## config.mk

```make
export PLATFORM = sky130hd
export DESIGN_NAME = im_loader_flat
export DESIGN_NICKNAME = d
export VERILOG_FILES = /design/src/rtl/im_loader_if.sv /design/src/rtl/im_loader.sv /design/src/flat_wrapper.sv
export SDC_FILE = /design/constraint.sdc
export NUM_CORES = 1
export LEC_CHECK = 0
export CAP_MARGIN = 15
export CORE_MARGIN = 2
export CORE_UTILIZATION = 50
export CTS_BUF_LIST = sky130_fd_sc_hd__clkbuf_8
export DETAILED_ROUTE_END_ITERATION = 12
export DONT_BUFFER_PORTS = 1
export GPL_TIMING_DRIVEN = 0
export PLACE_DENSITY_LB_ADDON = 0.12
export SYNTH_ARGS = -nofsm -noshare
export SYNTH_HDL_FRONTEND = slang
export SYNTH_SLANG_ARGS = --single-unit
export TNS_END_PERCENT = 10
```

## constraint.sdc

```tcl
create_clock -name clk -period 2.48 [get_ports clk]
set_input_delay 0.496 -clock clk [delete_from_list [all_inputs] [get_ports clk]]
set_output_delay 0.496 -clock clk [all_outputs]
set_load 0.01 [all_outputs]
```

## src/rtl/im_loader_if.sv

```systemverilog
// Instruction-memory loader bus: byte stream in, word writes out.
// Control, stream and memory-write signals travel together.
interface im_loader_if #(
   parameter int AW = 32
);
   logic          start;
   logic [AW-1:0] base_addr;
   logic [15:0]   word_count;
   logic          abort;
   logic [7:0]    in_data;
   logic          in_valid;
   logic          in_ready;
   logic          wr_en;
   logic [AW-1:0] wr_addr;
   logic [31:0]   wr_data;
   logic          busy;
   logic          done;
   logic          err;

   modport master (
      output start, base_addr, word_count, abort,
      output in_data, in_valid,
      input  in_ready, wr_en, wr_addr, wr_data,
      input  busy, done, err
   );

   modport slave (
      input  start, base_addr, word_count, abort,
      input  in_data, in_valid,
      output in_ready, wr_en, wr_addr, wr_data,
      output busy, done, err
   );
endinterface

```

## src/rtl/im_loader.sv

```systemverilog
// Loads instruction memory from a little-endian byte stream.
// Four bytes form one word; each word is written in its own cycle.
module im_loader #(
   parameter int NMEM = 128,
   parameter int AW   = 32
) (
   input logic       clk,
   input logic       rst_n,
   im_loader_if.slave bus
);

   typedef enum logic [1:0] {
      IDLE,
      RECV,
      WRITE,
      DONE
   } state_t;

   state_t        state;
   logic [AW-1:0] base;
   logic [15:0]   cnt;
   logic [15:0]   widx;
   logic [1:0]    bcnt;
   logic [23:0]   word;
   logic          in_ready_q;
   logic          wr_en_q;
   logic [AW-1:0] wr_addr_q;
   logic [31:0]   wr_data_q;
   logic          busy_q;
   logic          done_q;
   logic          err_q;

   logic bad_cnt;
   logic take;
   logic last;

   assign bad_cnt = (bus.word_count == 16'd0) ||
                    (32'(bus.word_count) > 32'(NMEM));
   assign take    = bus.in_valid && in_ready_q;
   assign last    = (widx == cnt - 16'd1);

   // An abort landing on the write cycle must kill the strobe at once.
   assign bus.wr_en    = wr_en_q && !bus.abort;
   assign bus.in_ready = in_ready_q;
   assign bus.wr_addr  = wr_addr_q;
   assign bus.wr_data  = wr_data_q;
   assign bus.busy     = busy_q;
   assign bus.done     = done_q;
   assign bus.err      = err_q;

   // Loader FSM; all outputs registered for the state being entered.
   always_ff @(posedge clk or negedge rst_n) begin
      if (!rst_n) begin
         state      <= IDLE;
         base       <= '0;
         cnt        <= '0;
         widx       <= '0;
         bcnt       <= '0;
         word       <= '0;
         in_ready_q <= 1'b0;
         wr_en_q    <= 1'b0;
         wr_addr_q  <= '0;
         wr_data_q  <= '0;
         busy_q     <= 1'b0;
         done_q     <= 1'b0;
         err_q      <= 1'b0;
      end else begin
         done_q  <= 1'b0;
         wr_en_q <= 1'b0;
         unique case (state)
            IDLE: begin
               if (bus.start) begin
                  busy_q <= 1'b1;
                  if (bad_cnt) begin
                     err_q  <= 1'b1;
                     done_q <= 1'b1;
                     state  <= DONE;
                  end else begin
                     base       <= {bus.base_addr[AW-1:2], 2'b00};
                     cnt        <= bus.word_count;
                     widx       <= '0;
                     bcnt       <= '0;
                     word       <= '0;
                     err_q      <= 1'b0;
                     in_ready_q <= 1'b1;
                     state      <= RECV;
                  end
               end
            end
            RECV: begin
               if (bus.abort) begin
                  bcnt       <= '0;
                  word       <= '0;
                  in_ready_q <= 1'b0;
                  busy_q     <= 1'b0;
                  state      <= IDLE;
               end else if (take) begin
                  bcnt <= bcnt + 2'd1;
                  if (bcnt == 2'd3) begin
                     wr_data_q  <= {bus.in_data, word};
                     wr_addr_q  <= base + (AW'(widx) << 2);
                     wr_en_q    <= 1'b1;
                     in_ready_q <= 1'b0;
                     state      <= WRITE;
                  end else begin
                     word[{bcnt, 3'b000} +: 8] <= bus.in_data;
                  end
               end
            end
            WRITE: begin
               word <= '0;
               if (bus.abort) begin
                  bcnt   <= '0;
                  busy_q <= 1'b0;
                  state  <= IDLE;
               end else begin
                  widx <= widx + 16'd1;
                  if (last) begin
                     done_q <= 1'b1;
                     state  <= DONE;
                  end else begin
                     in_ready_q <= 1'b1;
                     state      <= RECV;
                  end
               end
            end
            DONE: begin
               busy_q <= 1'b0;
               state  <= IDLE;
            end
            default: state <= IDLE;
         endcase
      end
   end

endmodule

```

## src/flat_wrapper.sv

```systemverilog
// flat-port wrapper written by rule: the top's interface ports become plain ports
module im_loader_flat 
#(
   parameter int NMEM = 128,
   parameter int AW   = 32
)
  (clk, rst_n, bus_start, bus_base_addr, bus_word_count, bus_abort, bus_in_data, bus_in_valid, bus_in_ready, bus_wr_en, bus_wr_addr, bus_wr_data, bus_busy, bus_done, bus_err);
  im_loader_if #(.AW(AW)) bus_i ();
  input logic clk;
  input logic rst_n;
  input wire logic [$bits(bus_i.start)-1:0] bus_start;
  input wire logic [$bits(bus_i.base_addr)-1:0] bus_base_addr;
  input wire logic [$bits(bus_i.word_count)-1:0] bus_word_count;
  input wire logic [$bits(bus_i.abort)-1:0] bus_abort;
  input wire logic [$bits(bus_i.in_data)-1:0] bus_in_data;
  input wire logic [$bits(bus_i.in_valid)-1:0] bus_in_valid;
  output wire logic [$bits(bus_i.in_ready)-1:0] bus_in_ready;
  output wire logic [$bits(bus_i.wr_en)-1:0] bus_wr_en;
  output wire logic [$bits(bus_i.wr_addr)-1:0] bus_wr_addr;
  output wire logic [$bits(bus_i.wr_data)-1:0] bus_wr_data;
  output wire logic [$bits(bus_i.busy)-1:0] bus_busy;
  output wire logic [$bits(bus_i.done)-1:0] bus_done;
  output wire logic [$bits(bus_i.err)-1:0] bus_err;
  assign bus_i.start = bus_start;
  assign bus_i.base_addr = bus_base_addr;
  assign bus_i.word_count = bus_word_count;
  assign bus_i.abort = bus_abort;
  assign bus_i.in_data = bus_in_data;
  assign bus_i.in_valid = bus_in_valid;
  assign bus_in_ready = bus_i.in_ready;
  assign bus_wr_en = bus_i.wr_en;
  assign bus_wr_addr = bus_i.wr_addr;
  assign bus_wr_data = bus_i.wr_data;
  assign bus_busy = bus_i.busy;
  assign bus_done = bus_i.done;
  assign bus_err = bus_i.err;
  im_loader #(.NMEM(NMEM), .AW(AW)) u_core (.clk(clk), .rst_n(rst_n), .bus(bus_i));
endmodule
```

Word level (Yosys, flattened, before mapping). Index checks and enable logic that the tools add are counted.

Eq/ne operators: 14. $lt $le $gt $ge: 1. Shifts and indexed selects: 2. Reduce and logical (&&, ||, !) cells: 18. Muxes and demuxes: 45. Bitwise logic cells: 2. $add $sub $neg: 5.

Operator list (number): two-way mux 24 bit (5); case mux 24 bit (3 select lines) (1); two-way mux 16 bit (3); adder 32 x 18 -> 32 bit (1); case mux 16 bit (2 select lines) (1); bitwise mux 24 bit (1); two-way mux 2 bit (12); variable shift 8 x 7 -> 24 bit (first input constant) (1); variable part select 8 x 7 -> 24 bit (1); two-way mux 1 bit (17); adder 16 x 1 -> 16 bit (second input constant) (1); == test 16 bit (1); greater-than comparator 16 x 8 -> 1 bit (second input constant) (1); zero test 16 bit (1); subtractor 16 x 1 -> 16 bit (second input constant) (1); inequality test 2 bit (second input constant) (5); AND reduction 5 bit (2); case mux 2 bit (4 select lines) (1); AND reduction 4 bit (2); negator 5 -> 7 bit (1); AND reduction 7 bit (1); == test 2 bit (second input constant) (3); inequality test 3 x 2 -> 1 bit (second input constant) (2); case mux 1 bit (3 select lines) (2); other kinds (16) (20).

Input port bits: 61. Output and inout bits: 69. Bits in registers: 159. Logic and storage cells: 100.

Depth between registers and ports, before layout.
Depth after elaboration: 7. Mapped depth: 11. Depth with buffers taken out: 11.

Least setup slack after synthesis. OpenSTA, ideal clock, no wires.

Path type: register to register. Start point: reg u_core.cnt[0]. End point: reg u_core.state[1]. Arrival time: 2.503 ns. Library setup time: 0.082 ns. Slack: -0.105 ns. Data required time: 2.398 ns. Path buffers: 1. Cell stages (with the launch flop): 12. Clock period less this slack: 2.585 ns. Path through: dfrtp_1 > inv_1 > ha_1 > or4b_2 > clkbuf_1 > nor3_1 > xnor2_1 > nor3_1 > o221a_2 > nand4_1 > or2_1 > a31oi_1.

Longest elaborated chain between the ends: 5.

Ends and longest elaborated chain: start: declaration (RTL line im_loader.sv:21) `logic [15:0] cnt;`; start signal: assignment (RTL line im_loader.sv:80) `cnt <= bus.word_count;`; subtractor 16 x 1 -> 16 bit (RTL line im_loader.sv:40) `assign last = (widx == cnt - 16'd1);`; == test 16 bit (RTL line im_loader.sv:40); two-way mux 2 bit (RTL line im_loader.sv:118) `if (last) begin`; two-way mux 2 bit (RTL line im_loader.sv:112) `if (bus.abort) begin`; case mux 2 bit (4 select lines) (RTL line im_loader.sv:70) `unique case (state)`; end signal: assignment (RTL line im_loader.sv:115) `state <= IDLE;`; end signal: assignment (RTL line im_loader.sv:120) `state <= DONE;`; end signal: assignment (RTL line im_loader.sv:123) `state <= RECV;`; end: declaration (RTL line im_loader.sv:19) `state_t state;`.

No other way between the ends. A chain may end at the register's enable or synchronous reset.

Final worst setup path.
Start point: reg u_core.cnt[7]. End point: reg u_core.state[1].

The elaborated chain is that of the path after synthesis.

==> reports/qor.csv <==
stage;metric;value;unit
yosys;synth-edff-count;0;
cells_and_area;drive_gt1_share;17.2;%
sta;setup_viol;3;
worst_setup_path;path_delay_family;simple AND/OR/NAND/NOR gates;
place;portBuffers;0;
floorplanning;core;15300;µm²
yosys;yosys.area.top_type;dfrtp_1;
cells_and_area;nFillCells;1350;
drt;wl_per_cell;17.3;µm
sta;rsz0062_at_grt;yes;
sta;finalMaxSlewViolations;0;
floorplanning;initial_utilization;51.5;%
power_and_ir_drop;power_frac_comb;17.9;%
worst_setup_path;worst-path-buf-inv;0;
yosys;synthTopCellsByArea;dfrtp_1 50%, nand2_1 9.8%, o21ai_0 4.9%;
yosys;synth.distinct_cells;57;
worst_setup_path;crit_top_cell;or4_4;
power_and_ir_drop;p_int;0.00384;W
clock_tree;cts_max_level;4;
cells_and_area;final_net_count;953;
global_routing;grt_pass1_wl;30000;µm
global_routing;grt_max_degree;158;
yosys;netlist_area;7850;µm²
sta;min_period;2720;ps
worst_setup_path;worstPathMaxFanout;4;
clock_tree;cts_buffers;17;
power_and_ir_drop;swShare;32.2;%
global_routing;grt-ovfl-total;0;
sta;hold_viol_final;157;
floorplanning;io_pins;130;
worst_setup_path;r2r_end;u_core.state[1];
yosys;netlist.area_leader.share;50.0;%
clock_tree;clock_latency;460;ps
yosys;ys_ff_latch;157;
power_and_ir_drop;power_density;637;nW/µm²
drt;totalWireLength;18900;µm
yosys;ys_async_sr_fraction;100;%
worst_setup_path;slowest_stage;or4_4;
floorplanning;num_rows;45;
global_routing;antenna_found_initial;3;
worst_setup_path;cp.required;2860;ps
drt;drtPass1Iterations;4;
clock_tree;clk_path_buf_depth;2;
power_and_ir_drop;switchingPower;0.00182;W
yosys;syn_inst;831;
worst_setup_path;regToRegSetupSlack;-240;ps
job;maxCapViolCount;0;
worst_setup_path;crit_chain;or4_4, or4_4, nor4_4, xnor2_2, a311oi_2, nand4_1, or2_1, a31oi_1;
outcome;violations;negative hold slack, negative setup slack;
global_routing;grt_pass1_vias;5923;
power_and_ir_drop;p_seq_share;49.7;%
drt;via_per_inst;5.48;
sta;finalCritPeriodShare;110;%
floorplanning;chipWidth;129;µm
worst_setup_path;end_kind;flip-flop;
yosys;seq_area_frac_synth;50.0;%
drt;via_count;5974;
yosys;ys.flop_type;dfrtp_1;
sta;fmax;368;MHz
clock_tree;clkTransAtPathRegs;90;ps
sta;layout_setup_ws;-239;ps
sta;max-slew-margin-rel;34.0;%
power_and_ir_drop;power_frac_clock;32.4;%
place;gp_congestion;0.885;
worst_setup_path;slowest_delay;550;ps
drt;drc;0;
worst_setup_path;path_class;flip-flop to flip-flop;
sta;fin_setup_tns;-587;ps
floorplanning;die-area;16700;µm²
sta;fin_hold_ws;-280;ps
drt;drt_first_iter_violations;370;
clock_tree;cts_tree;built;
yosys;avgSynthCellArea;9.45;µm²
cells_and_area;final_cell_mix;205 x nand2_1, 151 x dfrtp_1, 72 x o21ai_0;
clock_tree;cts-root-buf;clkbuf_8;
cells_and_area;area_growth;13.1;%
outcome;status;complete, but fails checks;
worst_setup_path;crit_arrival;3100;ps
drt;drtAntennaViolNets;0;
floorplanning;fp.dieH;129;µm
yosys;yosysWarnings;0;
worst_setup_path;r2r_start;u_core.cnt[7];
sta;worst_pin_slew;982;ps
worst_setup_path;r2r.worst_path.cells;8;
min_path;hp-class;input pin to asynchronous set/reset pin;
clock_tree;cts_sinks;157;
global_routing;track_usage;23.0;%
place;place.detailed.hpwl;13500;µm
cells_and_area;final_common_cell;nand2_1;
power_and_ir_drop;p_leak;4.08;nW
worst_setup_path;setup.worst_path.start_class;flip-flop;
sta;skew;11.8;ps
power_and_ir_drop;ir_worst_vdd;0.478;mV
power by group through the flow:
| stage | clock network, W | registers [W] | logic [W] |
|---|---|---|---|
| floorplan | 0 | 0.00283 | 0.000707 |
| global placement | 0 | 0.00286 | 0.000876 |
| detailed placement | 0 | 0.00286 | 0.000905 |
| CTS | 0.00187 | 0.00282 | 0.000951 |
| global route | 0.00199 | 0.00283 | 0.00114 |
| finish | 0.00183 | 0.00281 | 0.00101 |
worst reg2reg max path, delay by kind of cell, from the launching register on:
| kind | cells | cell delay [ps] |
|---|---|---|
| XOR/XNOR | 1 | 120 |
| AND/OR/NAND/NOR | 5 | 1800 |
| flip-flops | 1 | 380 |
| AO/OA/AOI/OAI | 2 | 340 |
cell usage after synthesis, types with 2 or more instances:
cell type	count
a22o_1	4
buf_4	2
o31ai_1	3
o21ai_0	77
or4_4	2
nor4_1	11
mux2_2	34
or3_1	5
nor3_1	17
nand4_1	14
clkbuf_1	36
ha_1	26
xnor2_1	37
o2111ai_1	2
nand2_1	205
a211oi_1	3
inv_1	17
a31oi_1	4
nor2b_1	17
or2_2	2
xor2_1	16
nor2_1	30
dfrtp_1	157
buf_1	2
nand2b_1	10
nand3_1	14
o211ai_1	3
a21o_1	8
a21boi_0	2
o21ai_1	3
o21a_1	4
nor3b_1	2
a21oi_1	26
nand3b_1	6
and3_1	8
per-layer routing:
layer | share of wire, % | global-route usage, %
met1 | 45 | 30.5
met2 | 47 | 36.9
met3 | 6.6 | 7.84
met4 | 1.0 | 5.24
met5 | 0.064 | 0
cell type report:
type,instances,area (µm²),area share [%]
Multi-Input combinational cell,617,3950,44.4
Sequential cell,157,3940,44.3
Tap cell,211,264,2.97
Clock buffer,17,234,2.63
Buffer,36,159,1.79
Clock inverter,15,138,1.55
Timing Repair Buffer,18,133,1.49
Inverter,18,68.8,0.775
Antenna cell,2,5.00,0.0563
worst max path at each step:
stage,start,to,slack (ps),cells past startpoint
after global placement,bus_word_count[2],u_core.base[23],-1110,5
after floorplan,u_core.cnt[0],u_core.state[1],-60,10
after detailed placement,bus_word_count[2],u_core.base[26],-680,5
final,u_core.cnt[7],u_core.state[1],-240,8
after CTS,u_core.cnt[7],u_core.state[1],-250,8
after global routing,u_core.cnt[7],u_core.state[1],-400,8
state kept, by name, summed over array words and instances, names as in the netlist:
name                 cells
u_core.bus.wr_data      32
u_core.cnt              16
u_core.bus.err           1
u_core.bus.busy          1
u_core.wr_en_q           1
u_core.widx             16
u_core.base             30
u_core.word             24
u_core.bus.wr_addr      30
u_core.state             2
u_core.bcnt              2
u_core.bus.in_ready      1
u_core.bus.done          1
cells by family after synthesis:
| group | after synthesis | synth area share, % |
|---|---|---|
| other | 1 | 0.0477 |
| XOR/XNOR | 53 | 5.91 |
| adder cells (fa/ha/maj) | 27 | 4.40 |
| AND/OR/NAND/NOR | 350 | 20.5 |
| multiplexers | 35 | 5.00 |
| buffers and inverters | 58 | 2.87 |
| flip-flops | 157 | 50.0 |
| AO/OA/AOI/OAI | 150 | 11.2 |
through the flow:
step / area [µm²] / power (W) / util, % / setup slack [ps] / std cells
after floorplan: 7870 / 0.00353 / - / -56.3 / 832
after global placement: 8130 / 0.00373 / 53.3 / -1110 / 1043
after detailed placement: 8140 / 0.00377 / 53.3 / -681 / 1043
after CTS: 8730 / 0.00564 / 57.2 / -246 / 1082
after global routing: 8880 / 0.00596 / 58.2 / -396 / 1089
final: 8880 / 0.00565 / 58.2 / -239 / 1091
what timing repair did:
action                                  in CTS  in global routing
endpoints found under the setup margin     136                125
gates resized for setup                     44                 29
endpoints found under the hold margin      157                157
pin swaps                                   14                  6
setup buffers                                9                  8
Note: power is estimated with default switching activity, not from simulation.
==> RTL edit 1: new RTL, same flow settings <==
`AW` is set to 32 in 3 places; all go to 64.
--- a/src/rtl/im_loader_if.sv
+++ b/src/rtl/im_loader_if.sv
@@ -2,5 +2,5 @@
 // Control, stream and memory-write signals travel together.
 interface im_loader_if #(
-   parameter int AW = 32
+   parameter int AW = 64
 );
    logic          start;
--- a/src/rtl/im_loader.sv
+++ b/src/rtl/im_loader.sv
@@ -3,5 +3,5 @@
 module im_loader #(
    parameter int NMEM = 128,
-   parameter int AW   = 32
+   parameter int AW   = 64
 ) (
    input logic       clk,
--- a/src/flat_wrapper.sv
+++ b/src/flat_wrapper.sv
@@ -3,5 +3,5 @@
 #(
    parameter int NMEM = 128,
-   parameter int AW   = 32
+   parameter int AW   = 64
 )
   (clk, rst_n, bus_start, bus_base_addr, bus_word_count, bus_abort, bus_in_data, bus_in_valid, bus_in_ready, bus_wr_en, bus_wr_addr, bus_wr_data, bus_busy, bus_done, bus_err);
Interface: changed (resized bus_base_addr and bus_wr_addr); port bits go from 130 to 194. No check against the original RTL was run, so the function may have changed too.
==> RTL edit 1 against the unedited design <==
  * The run still ends with hold timing, setup timing left
  * Largest power group unchanged
  * Final cell count up 40%
  * Count of clock-buffer cells in the layout is 29 higher
  * Sequential cell count increased by 64
  * Total power increased by 48%
  * Area after synthesis up 41%
  * Setup slack gained 0.058 ns
  * Routed wire length up 53%
  * Cell area is 48% higher
  * Critical path depth is 2 higher
==> RTL edit 1: results (changes against the unedited design) <==
run_status:
  status: "complete, but fails checks"
  violations: "hold timing, setup timing"
global_routing:
  grt_use_total_pct: 24.4  # +1.3 points
  grt_first_pass_wirelength_mm: 46.0  # +53%
  use_met3_pct: 6.78  # -1.1 points
  grt_pass1_vias: 8629  # +46%
timing:
  tightest_slew_ns: 0.881  # -0.101 ns
  whs_ns: -0.327  # -0.0468 ns
  skew_ns: 0.0199  # +0.00811 ns
  finalHoldViolations: 221  # +41%
  final-setup-viol-count: 24  # +21
  setup_slack_ns: -0.181  # +0.0581 ns
finish:
  area_growth_pct: 18.6
  nets: 1346  # +41%
  fillers: 1867  # +38%
  drive_gt1_share_pct: 24.6  # +7.4 points
  fin_cells: 1532  # +40%
clocking:
  postCtsSetupBuffers: 19  # +10
  clkTransAtPathRegs_ns: 0.06  # -0.03 ns
  htree_levels: 2  # -2
  cts_resized: 68  # +55%
  clock_latency_ns: 0.53  # +0.07 ns
detailed_routing:
  route.met3.wl_mm: 2.30  # +85%
  wl_met2_mm: 13.1  # +48%
  drtPass1Iterations: 5  # +1
  drt_first_iter_violations: 457  # +24%
  wl_met1_mm: 12.8  # +49%
  via_per_inst: 5.68  # +3.7%
setup_path:
  worstPathMaxFanout: 5  # +1
  cp.arrival_ns: 3.11  # about the same
  path_delay_family: "compound AO/OA/AOI/OAI gates"
  ff2ff_path_depth: 10  # +2
  cp_slowest_stage_delay_ns: 0.45  # -0.10 ns
  cp_slowest_cell: "dfrtp_2"
yosys:
  ys_types: 72  # +26%
  synth_commonest_cells: "260 x nand2_1, 221 x dfrtp_1, 73 x o21ai_0"
  postSynthAreaPerCell_sq_um: 9.71  # +2.8%
  seq_area_frac_synth_pct: 49.9  # -0.17 points
place:
  dp_hpwl_mm: 19.6  # +45%
  place_area_sq_um: 11500  # +42%
  gp_congestion: 0.911  # +2.9%
power:
  sw_frac_of_total_pct: 29.2  # -3.0 points
  intPower_w: 0.00594  # +55%
## RTL edit 1: cells by family after synthesis
| kind of cell | Yosys count | synth area share (%) |
|---|---|---|
| and+or+nand+nor | 459 | 19.8 |
| DFF | 221 | 49.9 |
| AOI/OAI and AO/OA | 216 | 11.6 |
| xor gates and xnor gates | 78 | 6.16 |
| buffers and inverters | 78 | 3.18 |
| muxes | 62 | 6.27 |
| adders and majority gates | 27 | 3.11 |
| other | 1 | 0.0338 |
## RTL edit 1: cell type report
| cell class | instances | share of cell area (%) |
|---|---|---|
| Tap cell | 280 | 2.66 |
| Multi-Input combinational cell | 845 | 44.2 |
| Clock buffer | 46 | 4.81 |
| Antenna cell | 2 | 0.0380 |
| Sequential cell | 221 | 42.2 |
| Inverter | 29 | 0.846 |
| Clock inverter | 19 | 0.618 |
| Buffer | 47 | 2.12 |
| Timing Repair Buffer | 43 | 2.54 |
==> RTL edit 2: new RTL, config.mk and constraints unchanged <==
Made on the original files. Make the reset (`rst_n`) synchronous in one clocked block.
--- a/src/rtl/im_loader.sv
+++ b/src/rtl/im_loader.sv
@@ -50,5 +50,5 @@
 
    // Loader FSM; all outputs registered for the state being entered.
-   always_ff @(posedge clk or negedge rst_n) begin
+   always_ff @(posedge clk) begin
       if (!rst_n) begin
          state      <= IDLE;
Function: differs if rst_n is asserted again (counterexample within 4 cycles, from zero or initial values and one cycle with rst_n low); with rst_n held inactive, the same outputs for 4 cycles.
==> RTL edit 2 against the unedited design <==
  * Total power down 2.7%
  * Area after synthesis down 2.8%
  * Die area is 2.7% lower
  * Synthesized cell count up 11%
  * Sequential cell count stayed put
  * Routed wire length rose by 6.9%
  * Final cell count grew 6.3%
  * Cell area is 3.0% lower
  * Setup slack gained 0.31 ns
  * Highest routed layer is now met4
==> RTL edit 2: results (changes against the unedited design) <==
detailed_routing:
  vias: 6501  # +8.8%
  drtPass1Iterations: 5  # +1
  wl_per_cell_um: 17.4  # +0.56%
  routed.top_layer: "met4"
  route.met3.wl_mm: 1.69  # +36%
  wl_met1_mm: 9.30  # +8.5%
  wl_met2_mm: 8.78  # -0.71%
yosys:
  synth_commonest_cells: "204 x nand2_1, 157 x dfxtp_1, 94 x a21boi_0"
  synthTopCellsByArea: "dfxtp_1 41%, nand2_1 10%, a21boi_0 9.2%, ha_1 4.1%, xnor2_1 3.3%"
  ys.flop_type: "dfxtp_1"
  postSynthAreaPerCell_sq_um: 8.27  # -12%
  ys_types: 62  # +8.8%
  ys_async_sr_fraction_pct: 0  # -100 points
finish:
  drive_gt1_share_pct: 13.0  # -4.2 points
  nNonClkInverters: 16  # -2
  multi_input_gates: 704  # +14%
  nets: 1046  # +9.8%
  multi_input_area_sq_um: 4430  # +12%
  clk_share_pct: 4.48  # +0.30 points
  clkbuf_count: 20  # +3
  regArea_sq_um: 3170  # -19%
  nonClockBufferCount: 63  # +17%
  num_antenna_cells: 0  # -2
  sh_seq_area_pct: 36.8  # -7.5 points
timing:
  tightest_slew_ns: 0.860  # -0.122 ns
  whs_ns: 0.150  # +0.430 ns
  setup_slack_ns: 0.0702  # +0.309 ns
  skew_ns: 0.0117  # -0.000174 ns
setup_path:
  worstPathMaxFanout: 7  # +3
  ff2ff_path_depth: 12  # +4
  cp_slowest_stage_delay_ns: 0.38  # -0.17 ns
  cp_slowest_cell: "dfxtp_4"
  crit_path_end: "u_core.bus.wr_addr[24]$_SDFFE_PN0P_"
  cp.arrival_ns: 2.77  # -0.33 ns
  path_delay_family: "compound AO/OA/AOI/OAI gates"
clocking:
  clock_latency_ns: 0.48  # +0.02 ns
  postCtsSetupBuffers: 4  # -5
place:
  dp_cells: 1112  # +6.6%
global_routing:
  use_met3_pct: 8.71  # +0.87 points
  grt_use_total_pct: 24.8  # +1.8 points
  grt_first_pass_wirelength_mm: 31.5  # +5.1%
  grt_antenna_before_repair: 0  # -3
  grt_max_degree: 17  # -89%
power:
  intPower_w: 0.00377  # -1.7%
  fin_total_pwr_w: 0.00550  # -2.7%
  p_leak_nw: 3.12  # -24%
  pg_seq_w: 0.00264  # -6%
run_status:
  status: "complete, no violations"
RTL edit 2: cell count changes after synthesis, moves of 8 or more:
cell and delta:
buf_2 +9, dfxtp_1 +157, nand3_1 +34, a21oi_1 +8, a21boi_0 +92, o21ai_0 -33, xnor2_1 -8, and3_1 +12
mux2_2 -34, dfrtp_1 -157, and2_1 +8
RTL edit 2: logic make-up (layout without fill, tap and decap cells):
| family | count (synthesis) | after routing | share of synthesized area, % |
|---|---|---|---|
| other | 1 | 2 | 0.0491 |
| AND/OR/NAND/NOR | 395 | 395 | 24.6 |
| AO/OA/AOI/OAI | 226 | 226 | 20.1 |
| buffers and inverters | 63 | 111 | 3.34 |
| multiplexers | 3 | 3 | 0.393 |
| flip-flops | 157 | 157 | 41.2 |
| adder cells (fa/ha/maj) | 26 | 26 | 4.36 |
| XOR/XNOR | 52 | 52 | 5.97 |
